**config.mk**
```make
export PLATFORM = sky130hd
export DESIGN_NAME = oled_frame_scheduler
export DESIGN_NICKNAME = d
export VERILOG_FILES = /design/src/rtl/oled_frame_scheduler.sv
export SDC_FILE = /design/constraint.sdc
export NUM_CORES = 1
export LEC_CHECK = 0
export CELL_PAD_IN_SITES_DETAIL_PLACEMENT = 0
export CELL_PAD_IN_SITES_GLOBAL_PLACEMENT = 2
export CORE_AREA = 2 2 417 419
export CTS_BUF_LIST = sky130_fd_sc_hd__clkbuf_2
export DETAILED_ROUTE_END_ITERATION = 10
export DIE_AREA = 0 0 419 421
export HOLD_SLACK_MARGIN = 0.08
export PLACE_DENSITY = 0.53
export RECOVER_POWER = 100
export SLEW_MARGIN = 10
export SYNTH_ARGS = -nofsm -noshare
export SYNTH_HDL_FRONTEND = slang
export SYNTH_SLANG_ARGS = --single-unit
```
**constraint.sdc**
```tcl
create_clock -name clk -period 2.35 [get_ports clk]
set_input_delay 0.47 -clock clk [delete_from_list [all_inputs] [get_ports clk]]
set_output_delay 0.47 -clock clk [all_outputs]
set_load 0.02 [all_outputs]
```
**src/rtl/oled_frame_scheduler.sv**
```systemverilog
// oled_frame_scheduler: snapshots a ROWS x COLS character buffer, optionally
// overlays a blinking cursor glyph, and hands one frame per pending update to
// OLEDInterface through its enable/done handshake.
module oled_frame_scheduler #(
    parameter int         ROWS        = 4,
    parameter int         COLS        = 16,
    parameter int         BLINK_DIV   = 25000000,
    parameter logic [7:0] CURSOR_CHAR = 8'h5F,
    parameter int         RW          = (ROWS > 1) ? $clog2(ROWS) : 1,
    parameter int         CW          = (COLS > 1) ? $clog2(COLS) : 1
) (
    input  logic                   clk,
    input  logic                   reset,
    input  logic [ROWS*COLS*8-1:0] msg,
    input  logic                   msg_valid,
    input  logic                   hl_en,
    input  logic [RW-1:0]          hl_row,
    input  logic [CW-1:0]          hl_col,
    input  logic                   oled_done,
    output logic                   oled_enable,
    output logic [ROWS*COLS*8-1:0] frame,
    output logic                   busy,
    output logic [15:0]            led,
    output logic [15:0]            frame_count
);

    localparam int CELLS = ROWS * COLS;
    localparam int FW    = CELLS * 8;
    localparam int BW    = (BLINK_DIV > 2) ? $clog2(BLINK_DIV) : 1;

    typedef enum logic [1:0] {
        IDLE,
        LATCH,
        SEND,
        RELEASE
    } state_t;

    state_t          state;
    state_t          state_next;

    logic [BW-1:0]   blink_cnt;
    logic            blink_phase;
    logic            blink_wrap;

    logic            hl_en_q;
    logic [RW-1:0]   hl_row_q;
    logic [CW-1:0]   hl_col_q;

    logic            update_event;
    logic            pending;
    logic [FW-1:0]   latch_frame;

    // The blink half-period ends on the last count; the phase flips there.
    assign blink_wrap = hl_en && (blink_cnt == BW'(BLINK_DIV - 1));

    // Anything that can change what is on screen marks a refresh as needed.
    assign update_event = msg_valid
                        | blink_wrap
                        | (hl_en  != hl_en_q)
                        | (hl_row != hl_row_q)
                        | (hl_col != hl_col_q);

    // Blink timer runs only while the cursor is enabled, otherwise parks at 0/off.
    always_ff @(posedge clk) begin
        if (reset) begin
            blink_cnt   <= '0;
            blink_phase <= 1'b0;
        end else if (!hl_en) begin
            blink_cnt   <= '0;
            blink_phase <= 1'b0;
        end else if (blink_wrap) begin
            blink_cnt   <= '0;
            blink_phase <= ~blink_phase;
        end else begin
            blink_cnt   <= blink_cnt + BW'(1);
        end
    end

    // Previous-cycle copies of the cursor controls, used for change detection and led.
    always_ff @(posedge clk) begin
        if (reset) begin
            hl_en_q  <= 1'b0;
            hl_row_q <= '0;
            hl_col_q <= '0;
        end else begin
            hl_en_q  <= hl_en;
            hl_row_q <= hl_row;
            hl_col_q <= hl_col;
        end
    end

    // Sticky refresh request; a new event in the latch cycle wins over the clear.
    always_ff @(posedge clk) begin
        if (reset) begin
            pending <= 1'b1;
        end else if (update_event) begin
            pending <= 1'b1;
        end else if (state == LATCH) begin
            pending <= 1'b0;
        end
    end

    // Build the frame to be latched: message with the cursor glyph at the highlight cell.
    always_comb begin
        latch_frame = msg;
        for (int r = 0; r < ROWS; r++) begin
            for (int c = 0; c < COLS; c++) begin
                if (hl_en && blink_phase && (hl_row == RW'(r)) && (hl_col == CW'(c))) begin
                    latch_frame[(CELLS - 1 - (r * COLS + c)) * 8 +: 8] = CURSOR_CHAR;
                end
            end
        end
    end

    // FSM state register.
    always_ff @(posedge clk) begin
        if (reset) begin
            state <= IDLE;
        end else begin
            state <= state_next;
        end
    end

    // FSM next-state and handshake outputs.
    always_comb begin
        state_next  = state;
        oled_enable = 1'b0;
        busy        = (state != IDLE);
        unique case (state)
            IDLE: begin
                if (pending) begin
                    state_next = LATCH;
                end
            end
            LATCH: begin
                state_next = SEND;
            end
            SEND: begin
                oled_enable = 1'b1;
                if (oled_done) begin
                    state_next = RELEASE;
                end
            end
            RELEASE: begin
                if (!oled_done) begin
                    state_next = IDLE;
                end
            end
            default: begin
                state_next = IDLE;
            end
        endcase
    end

    // Frame snapshot is taken only in LATCH; completed frames are counted on done.
    always_ff @(posedge clk) begin
        if (reset) begin
            frame       <= {CELLS{8'h20}};
            frame_count <= 16'd0;
        end else begin
            if (state == LATCH) begin
                frame <= latch_frame;
            end
            if ((state == SEND) && oled_done) begin
                frame_count <= frame_count + 16'd1;
            end
        end
    end

    // One-hot column indicator from the registered cursor controls.
    always_comb begin
        led = 16'd0;
        for (int c = 0; c < COLS; c++) begin
            if (hl_en_q && (hl_col_q == CW'(c))) begin
                led[c] = 1'b1;
            end
        end
    end

endmodule

```
# Yosys cells after proc, flatten, opt, wreduce, memory -nomap -nowiden
# Index checks and enable logic that the tools add are counted.
# Widths: inputs -> output; s select.
dict set report totals {
  in_bits 523
  wordCells 241
  output_inout_bits 546
  reg_bits 564
}
dict set report op_classes {
  n_eq_ne 43
  bitwise 6
  add_sub_neg 2
  muxes 85
  n_reduce_logical 96
}
# cell count
set ops {}
lappend ops {{$mux 8} 64}
lappend ops {{$logic_and 1x1->1} 87}
lappend ops {{$eq 4x4->1 const B} 16}
lappend ops {{$eq 4x3->1 const B} 8}
lappend ops {{$add 25x1->25 const B} 1}
lappend ops {{$eq 25x25->1 const B} 1}
lappend ops {{$mux 1} 17}
lappend ops {{$add 16x1->16 const B} 1}
lappend ops {{$eq 4x2->1 const B} 4}
lappend ops {{$eq 2x2->1 const B} 4}
lappend ops {{$eq 4x1->1 const B} 2}
lappend ops {{$logic_not 4->1} 2}
lappend ops {{$pmux 2 s4} 1}
lappend ops {{$mux 2} 3}
lappend ops {{$ne 2x2->1 const B} 3}
lappend ops {{$eq 2x1->1 const B} 2}
lappend ops {{$logic_not 2->1} 2}
lappend ops {{$ne 4x4->1} 1}
lappend ops {{$or 1x1->1} 4}
lappend ops {{$reduce_or 2->1} 2}
lappend ops {{$reduce_and 3->1} 1}
lappend ops {{$reduce_or 3->1} 1}
lappend ops {{$ne 2x2->1} 1}
lappend ops {{$not 1->1} 2}
lappend ops {{2 further kinds} 2}

# Depth between registers and ports, before layout
dict set report depth {
  depth_word 7
  mapped_depth 8
  mapped_depth_nobuf 6
}

# Worst setup path after synthesis
# No wires, ideal clock.
dict set report synth_timing {
  path_kind {reg2reg}
  startpoint {reg state[0]}
  endpoint {reg frame_count[14]}
  path_slack_ns 0.332
  path_buffers 0
  setup_ns 0.121
  period_less_slack_ns 2.018
  t_required_ns 2.229
  stages_incl_launch_ff 7
  arrival_time_ns 1.897
  cell_sequence {dfxtp_1 -> inv_1 -> ha_1 -> nand3_1 -> nor4_1 -> nor2b_1 -> mux2_2}
}
dict set report synth_between {
  elab_chain_cells 2
}
# element line
set synth_lines {}
lappend synth_lines {{from (decl)} 38} ;# state_t state;
lappend synth_lines {{from (signal assigned)} 120} ;# state <= state_next;
lappend synth_lines {{$eq 2x2->1} 164} ;# if ((state == SEND) && oled_done) begin
lappend synth_lines {{$logic_and 1x1->1} 164}
lappend synth_lines {{to (signal assigned)} 165} ;# frame_count <= frame_count + 16'd1;
lappend synth_lines {{to (decl)} 24} ;# output logic [15:0] frame_count
# Every way passes these cells.
# A chain may end at the register's enable or synchronous reset.

# Final worst setup path
dict set report layout_timing {
  startpoint {reg hl_col_q[3]}
  endpoint {out led[0]}
}
dict set report layout_between {
  elab_chain_cells 3
}
# element line
set layout_lines {}
lappend layout_lines {{from (decl)} 47} ;# logic [CW-1:0] hl_col_q;
lappend layout_lines {{from (signal assigned)} 88} ;# hl_col_q <= hl_col;
lappend layout_lines {{$logic_not 4->1} 174} ;# if (hl_en_q && (hl_col_q == CW'(c))) begin
lappend layout_lines {{$logic_and 1x1->1} 174}
lappend layout_lines {{$mux 1} 174}
lappend layout_lines {{to (decl)} 23} ;# output logic [15:0] led,
# Every way passes these cells.

==> flow_metrics.py <==
metrics = {
    "global_route": {
        "use_met2_pct": 30.3,
        "met1_usage_pct": 19.1,
        "grt_pass1_wl_mm": 215,
        "gr-usage-met3_pct": 4.98,
        "grt_usage_pct": 17.0,
        "grt_pass1_vias": 29300,
        "grt-ovfl-total": 0,
        "antenna_found_initial": 39,
        "top_usage_layer": "met2",
        "grt_max_degree": 153,
    },
    "placed_design": {
        "place_congestion": 0.874,
        "io_buffer_count": 1068,
        "dp_hpwl_mm": 116,
        "place_area_mm2": 0.0357,
        "place_ws_ns": -0.282,
    },
    "routing": {
        "drt_pass1_iterations": 5,
        "antenna_left": 0,
        "dr_total_vias": 28400,
        "wl_per_cell_um": 20.8,
        "drt-initial-drc-count": 1288,
        "drcViolationCount": 0,
        "via_per_inst": 3.79,
        "totalWireLength_mm": 156,
    },
    "synth": {
        "synth.net_count": 2962,
        "synth-warning-count": 0,
        "synth_seq_cells": 564,
        "ys.flop_type": "dfxtp_1",
        "synth_top_cell_by_area": "dfxtp_1",
        "synth_common_cells": "nor2_1, dfxtp_1, nor3_1, inv_1, a211oi_1",
        "synth_edf_count": 0,
        "seq_area_frac_synth_pct": 54.3,
        "synth-async-reset-ratio_pct": 0,
        "synth_area_leaders": "dfxtp_1, nor2_1, a211oi_1, nor3_1, inv_1",
        "synthCells": 2432,
        "synth.avg_cell_area_um2": 8.55,
        "synthesis.area_mm2": 0.0208,
        "yosysMostFrequentCell": "nor2_1",
        "synthDistinctLibCells": 50,
        "synth_top_cell_area_share_pct": 54.3,
    },
    "floorplanning": {
        "row_count": 153,
        "die-area_mm2": 0.176,
        "fp.dieH_um": 421,
        "io_pins": 1069,
        "dieWidth_um": 419,
        "start_util_pct": 12.1,
        "coreArea_mm2": 0.172,
    },
    "timing": {
        "worst_slack_ns": -0.813,
        "slew_headroom_pct": 19.4,
        "finalHoldViolations": 0,
        "skew_ns": 0.103,
        "period_minus_slack_ns": 3.16,
        "slew_viol_final": 0,
        "max_freq_ghz": 0.316,
        "setup_viol": 861,
        "tightest_slew_ns": 1.21,
        "grt_setup_unrepaired": "true",
        "timing.final.crit_share_pct": 135,
        "whs_ns": 0.426,
    },
    "job": {
        "cap_violations": 0,
    },
    "setup_path": {
        "crit_fanout": 4,
        "critPathKind": "flop to output pin",
        "worstPathArrival_ns": 2.69,
        "cp.required_ns": 1.88,
        "end_kind": "output pin",
        "startpoint_type": "flop",
    },
    "clock_network": {
        "cts_root_buf": "clkbuf_2",
        "clock-sinks": 564,
        "clkTransAtPathRegs_ns": 0.10,
        "htreeDepth": 4,
        "clk_latency_ns": 1.70,
        "clock_tree.buffer_depth": 3,
        "cts_tree": "yes",
        "numCtsBuffers": 176,
    },
    "min_path": {
        "min_path_type": "input port to flop",
    },
    "status": {
        "outcome": "complete, but fails checks",
        "violations": "negative setup slack",
    },
    "layout": {
        "fillers": 18500,
        "design_area_mm2": 0.0517,
        "final_nets": 5566,
        "syn_to_final_growth_pct": 149,
        "drive_above_1_share_pct": 33.3,
    },
    "power_and_ir_drop": {
        "powerDensity_mw_per_mm2": 996,
        "irDropWorstVdd_mv": 0.501,
        "leakagePower_uw": 0.0216,
    },
}
==> what timing repair did <==
| item | in CTS | in global routing |
|---|---|---|
| gates cloned | 0 | 4 |
| buffers inserted | 70 | 78 |
| pin swaps | 5 | 5 |
| endpoints found under the setup margin | 546 | 575 |
| hold buffers | 1183 | 2 |
| hold endpoints to repair | 564 | 6 |
| resized for setup | 4064 | 43 |
==> worst max-delay path: stages, from the launching register on <==
cell,delay [ns]
dfxtp_2,0.33
or3b_4,0.45
nor3_2,0.13
buf_4,0.17
==> per-layer routing <==
layer  vias to the layer above  wire, um
met3                       238     10800
met1                     13600     61000
li1                      13600         -
met2                       960     79500
met5                         -       148
met4                        22      4330
==> path summary, 6_finish.rpt <==
kind	start	endpoint	slack, ns	depth (start not counted)
max	hl_col_q[3]	led[0]	-0.81	3
min	msg[25]	frame[25]	0.43	5
max reg2reg	state[0]	frame[47]	-0.41	8
min reg2reg	frame[299]	frame[299]	0.48	2
==> layout by cell type (no fill, tap or decap), types with 15 or more instances in the layout <==
cell	n
buf_4	274
clkbuf_2	257
nand2_1	15
nor3_1	212
xnor2_1	18
clkbuf_1	16
diode_2	19
buf_8	18
clkdlybuf4s50_1	514
nor2_1	691
a22oi_1	64
o21ai_0	29
a21oi_1	74
clkinv_1	28
buf_12	32
dlygate4sd3_1	1185
dfxtp_4	42
dfxtp_2	493
buf_6	523
dfxtp_1	29
inv_1	187
a211oi_1	181
a221o_1	64
==> where the power goes <==
part	leakage (uW)	internal, uW	total [uW]	switching [uW]
clock	0.00117	3080	8220	5140
combinational	0.0157	13300	27300	14000
sequential	0.00481	13400	16000	2570
==> stage by stage <==
step,cells,TNS [ns],utilization (%),total power [uW]
3_5_place_dp,5848,-12.66,20.7,38000
6_report,7497,-190.75,30.0,51500
4_1_cts,7396,-330.40,29.7,51500
5_1_grt,7492,-393.65,30.0,54800
2_1_floorplan,2432,0,-,24500
3_3_place_gp,5848,-8.39,20.7,38000
==> area by class of cell <==
cell class                      count  area [um^2]  area share (%)
Antenna cell                       19         47.5          0.0919
Tap cell                         2325         2910            5.62
Multi-Input combinational cell   1520         8370            16.2
Inverter                          191          722            1.40
Sequential cell                   564        12100            23.3
Clock buffer                      245         1230            2.37
Clock inverter                     50          300           0.581
Timing Repair Buffer             2582        26100            50.4
Timing Repair inverter              1         11.3          0.0218
==> flip-flops by register name, summed over array words and instances (netlist names) <==
register,cells
blink_cnt,25
blink_phase,1
frame,512
frame_count,16
hl_col_q,4
hl_en_q,1
hl_row_q,2
pending,1
state,2
==> kinds of logic (layout without fill, tap and decap cells) <==
group | Yosys count | after routing | share of synthesized area (%)
muxes | 4 | 4 | 0.205
adders and majority gates | 7 | 7 | 0.421
AOI/OAI and AO/OA | 443 | 443 | 15.3
buffers and inverters | 348 | 3069 | 6.37
xor gates and xnor gates | 28 | 28 | 1.18
and+or+nand+nor | 1038 | 1038 | 22.2
other | 0 | 19 | 0
DFF | 564 | 564 | 54.3
No activity file was read; power rests on OpenSTA's default activity.
==> variant 1, RTL diff (config.mk and constraints unchanged) <==
`BLINK_DIV`: 25000000 -> 50000000.
--- a/src/rtl/oled_frame_scheduler.sv
+++ b/src/rtl/oled_frame_scheduler.sv
@@ -4,7 +4,7 @@
 module oled_frame_scheduler #(
     parameter int         ROWS        = 4,
     parameter int         COLS        = 16,
-    parameter int         BLINK_DIV   = 25000000,
+    parameter int         BLINK_DIV   = 50000000,
     parameter logic [7:0] CURSOR_CHAR = 8'h5F,
     parameter int         RW          = (ROWS > 1) ? $clog2(ROWS) : 1,
     parameter int         CW          = (COLS > 1) ? $clog2(COLS) : 1
Function: not settled (the Yosys comparison gave no result); the edit may change what the design does.
==> variant 1 against the unedited design <==
  * The run now fails in clock tree synthesis (4_1_cts)
  * Synthesized cell count grew 0.16%
  * Area after synthesis rose by 0.32%
==> variant 1: results (changes against the unedited design) <==
Clocking
The cell chosen for the clock root is sky130_fd_sc_hd__clkbuf_2. The clock buffer count from CTS is 176 (unchanged). The total of cells resized after clock tree synthesis came to 4,077 (+0.32%). The maximum level of the CTS H-tree is 4 (unchanged).

The number of hold buffers added after CTS is 1,239 (+4.7%). The number of sinks on the clock net is 565 (+0.18%). The maximum clock insertion buffer count is 3 (unchanged). The post-CTS setup-driven buffer insertion count came to 71 (+1.4%).

Yosys
The synthesized area divided by synthesized cell count was 8.57 um^2 (+0.15%). The share of synthesized area occupied by flip-flops and latches was 0.542 (-0.000766). The share of synthesized flip-flops with an asynchronous set or reset is 0 (unchanged).

In the post-synthesis netlist, the biggest area contributors are sky130_fd_sc_hd__dfxtp_1 (54%), sky130_fd_sc_hd__nor2_1 (12%), sky130_fd_sc_hd__a211oi_1 (6.5%), sky130_fd_sc_hd__nor3_1 (5.1%), sky130_fd_sc_hd__inv_1 (3.4%). The synthesized netlist net count is 2,966 (+0.14%). The count of different cell masters after synthesis was 55 (+10%). By count the netlist is led by sky130_fd_sc_hd__nor2_1 (690), sky130_fd_sc_hd__dfxtp_1 (565), sky130_fd_sc_hd__nor3_1 (211), sky130_fd_sc_hd__inv_1 (188), sky130_fd_sc_hd__a211oi_1 (181). The count of warnings emitted by yosys is 0 (unchanged).

Placed design
The quantity of I/O buffers inserted on ports is 1,068 (unchanged). The cell total after placement is 5,831 (-0.29%). The minimum setup slack after placement is -0.134 ns (+0.148 ns). The final RePlAce weighted congestion is 0.864 (-1.2%).

The post-DP HPWL is 106,000 um (-8.7%).

Status
It got as far as clock tree synthesis (4_1_cts) and failed there. The first error in the log reads "[ERROR RSZ-0060] Max buffer count reached". The run stopped with a tool error.
-- variant 1: changes by cell type after synthesis, moves of 3 or more --
cell	delta
sky130_fd_sc_hd__nand4_1	+4
sky130_fd_sc_hd__nor2_1	-6
sky130_fd_sc_hd__nor2b_1	-3
sky130_fd_sc_hd__xnor2_1	-9
sky130_fd_sc_hd__and4_1	+5
sky130_fd_sc_hd__nor3_1	-5
sky130_fd_sc_hd__xor2_1	+10
-- variant 1: cells by family after synthesis --
family | after synthesis | share of synthesized area
compound gates | 448 | 0.154
xor+xnor | 29 | 0.0122
fa+ha+maj | 7 | 0.00420
buf+inv | 348 | 0.0640
flops | 565 | 0.542
mux | 2 | 0.000959
simple gates | 1037 | 0.222
-- variant 1: per-stage QoR --
| stage | cell area (um^2) | util | TNS (ns) | hold WS, ns |
|---|---|---|---|---|
| floorplan | 20900 | - | 0 | 0.441 |
| global placement | 35600 | 0.206 | -4.02 | 0.462 |
| detailed placement | 35600 | 0.206 | -4.74 | 0.464 |
==> variant 2, RTL diff (config.mk and constraints unchanged) <==
Made on the original files. Put a register stage on the output `led`, cleared by the reset. The value now appears one clock later. The other outputs are not delayed to match. Comments in the files are not updated.
--- a/src/rtl/oled_frame_scheduler.sv
+++ b/src/rtl/oled_frame_scheduler.sv
@@ -34,6 +34,8 @@
         SEND,
         RELEASE
     } state_t;
+
+    logic [15:0] led_d;
 
     state_t          state;
     state_t          state_next;
@@ -169,11 +171,19 @@
 
     // One-hot column indicator from the registered cursor controls.
     always_comb begin
-        led = 16'd0;
+        led_d = 16'd0;
         for (int c = 0; c < COLS; c++) begin
             if (hl_en_q && (hl_col_q == CW'(c))) begin
-                led[c] = 1'b1;
+                led_d[c] = 1'b1;
             end
+        end
+    end
+
+    always_ff @(posedge clk) begin
+        if (reset) begin
+            led <= '0;
+        end else begin
+            led <= led_d;
         end
     end
 
Formal check against the unedited RTL: not equivalent (Yosys sat finds a counterexample within 4 cycles, from zero or initial values and one cycle with reset high).
==> variant 2 against the unedited design <==
  * The flow still finishes with violations (setup timing)
  * Die area unchanged
  * Design area increased by 1.8%
  * Total power increased by 1.4%
  * Global-route usage decreased by 0.21 points
  * Area after synthesis increased by 1.6%
  * Setup slack improved by 0.021 ns
  * Sequential cell count increased by 16
  * Routed wire length decreased by 0.84%
  * Core utilization increased by 0.55 points
  * Largest power group unchanged
==> variant 2: results (changes against the unedited design) <==
Hold path
The startpoint identified for the worst hold timing path is frame[369]$_SDFFE_PP0N_. The worst hold path belongs to the class reg -> reg. The end point of the most critical hold path is frame[369]$_SDFFE_PP0N_. The hold-critical path depth is 2 (-3).

Status
The checks that failed: setup timing. The run finished, with violations left.

Cells and area
The number of clock buffers in the layout was 260 (+6.1%). The count of plain and timing-repair buffers is 2,626 (+1.7%). The multi-input gate count is 1,524 (+0.26%). The largest registers in the layout are frame (512), blink_cnt (25). The number of filler cells placed in the layout is 18.4k (-0.54%). The number of non-clock inverters came to 187 (-2.6%). The final net count was 5,629 (+1.1%).

The share of layout cells above drive strength 1 is 0.335 (+0.00237). The area of all sequential standard cells came to 12,400 um^2 (+2.7%). The multi-input logic area is 8400 um^2 (+0.36%). The antenna diode instance count was 18 (-1).

The buffer share of cell area is 0.507 (+0.00294).

Global route
The via count of the first global-routing pass was 29.7k (+1.2%). The maximum number of pins on one net before global-route repair is 113 (-26%). The initial antenna violation count was 41 (+5.1%). The combined global-route utilization of all metal layers came to 0.168 (-0.00209).

Placed design
The cell total after placement was 5,869 (+0.36%). The post-DP HPWL was 114,000 um (-1.5%). The final RePlAce weighted congestion is 0.927 (+6.1%). The post-place instance area is 36,100 um^2 (+1.2%). The minimum setup slack after placement is -0.291 ns (-0.00905 ns).

Yosys
The mux cell area share after synthesis is 0.000948 (-0.00110). The count of different cell masters after synthesis is 47 (-6.0%). Ranked by instance count, the synthesized netlist is headed by sky130_fd_sc_hd__nor2_1 (697), sky130_fd_sc_hd__dfxtp_1 (580), sky130_fd_sc_hd__nor3_1 (212), sky130_fd_sc_hd__inv_1 (185), sky130_fd_sc_hd__a211oi_1 (181). The count of warnings emitted by yosys was 0 (unchanged).

The synthesized netlist net count came to 2,978 (+0.54%). The post-synthesis compound-gate area fraction is 0.149 (-0.00426).

Clocking
The clock slew seen by the registers of the worst setup and hold paths is 0.08 ns (-0.02 ns). The number of sinks on the clock net is 580 (+2.8%). The clock buffer count from CTS was 180 (+2.3%).

Setup path
The largest stage delay on the critical path is 0.62 ns (+0.17 ns). The worst register-to-register path begins at state[1]$_SDFFE_PP0P_. The logic depth of the worst register-to-register path is 9 (+1). The capture instance of the worst register-to-register path is frame[167]$_SDFFE_PP0N_. The arrival time of the worst setup path is 4.65 ns (+1.96 ns).

Pwr
The leakage component of the power is 0.0220 uW (+1.5%). The worst ir drop on vdd is 0.000553 V (+10%).

STA
The number of failing setup endpoints in the final timing report came to 942 (+9.4%). The final hold slack is 0.481 ns (+0.0552 ns). The worst clock skew on the final layout is 0.0932 ns (-0.0100 ns). The final worst setup slack is -0.792 ns (+0.0210 ns). The transition at the pin with the smallest max-transition slack is 1.15 ns (-0.0634 ns).

Drt
The total routed wirelength is 154,000 um (-0.84%).
==> variant 2: cell types whose count changed in the layout (fill, tap and decap cells not counted), moves of 11 or more <==
cell / before / now
sky130_fd_sc_hd__buf_6: 523 / 542
sky130_fd_sc_hd__buf_4: 274 / 257
sky130_fd_sc_hd__dlygate4sd3_1: 1185 / 1227
sky130_fd_sc_hd__a21oi_1: 74 / 60
sky130_fd_sc_hd__dfxtp_2: 493 / 511
sky130_fd_sc_hd__clkbuf_1: 16 / 5
==> variant 2: worst max-delay path, delay by kind of cell <==
family | cells | cell delay (ns)
AO/OA/AOI/OAI | 1 | 0.08
buffers and inverters | 8 | 4.07
==> variant 2: report_power, final <==
part           switching, uW  internal, uW  leakage, uW
clock                   5220          3090      0.00118
combinational          14100         13600       0.0158
sequential              2480         13700      0.00494
==> variant 2: worst max path at each step <==
| stage | start | end | slack, ns |
|---|---|---|---|
| after detailed placement | hl_en | frame[247]$_SDFFE_PP0N_ | -0.29 |
| after CTS | state[1]$_SDFFE_PP0P_ | oled_enable | -0.91 |
| after floorplan | hl_en | blink_cnt[22]$_SDFF_PP0_ | 0.26 |
| after global placement | hl_en | frame[47]$_SDFFE_PP0N_ | -0.29 |
| after global routing | state[1]$_SDFFE_PP0P_ | busy | -0.87 |
| final | reset | frame[250]$_SDFFE_PP0N_ | -0.79 |
==> variant 2: repair_timing <==
item	CTS	global route
pin swaps	2	4
hold endpoints to repair	580	0
gates cloned	0	6
hold buffers	1228	0
endpoints found under the setup margin	546	638
resized for setup	4090	45
setup buffers	68	71
==> variant 2: routing by layer <==
layer,track usage,wire length [um],vias to the layer above
li1,-,-,13800
met1,0.192,62100,13700
met2,0.294,76900,959
met3,0.0481,10300,260
met4,0.0600,4970,20
met5,0,123,-
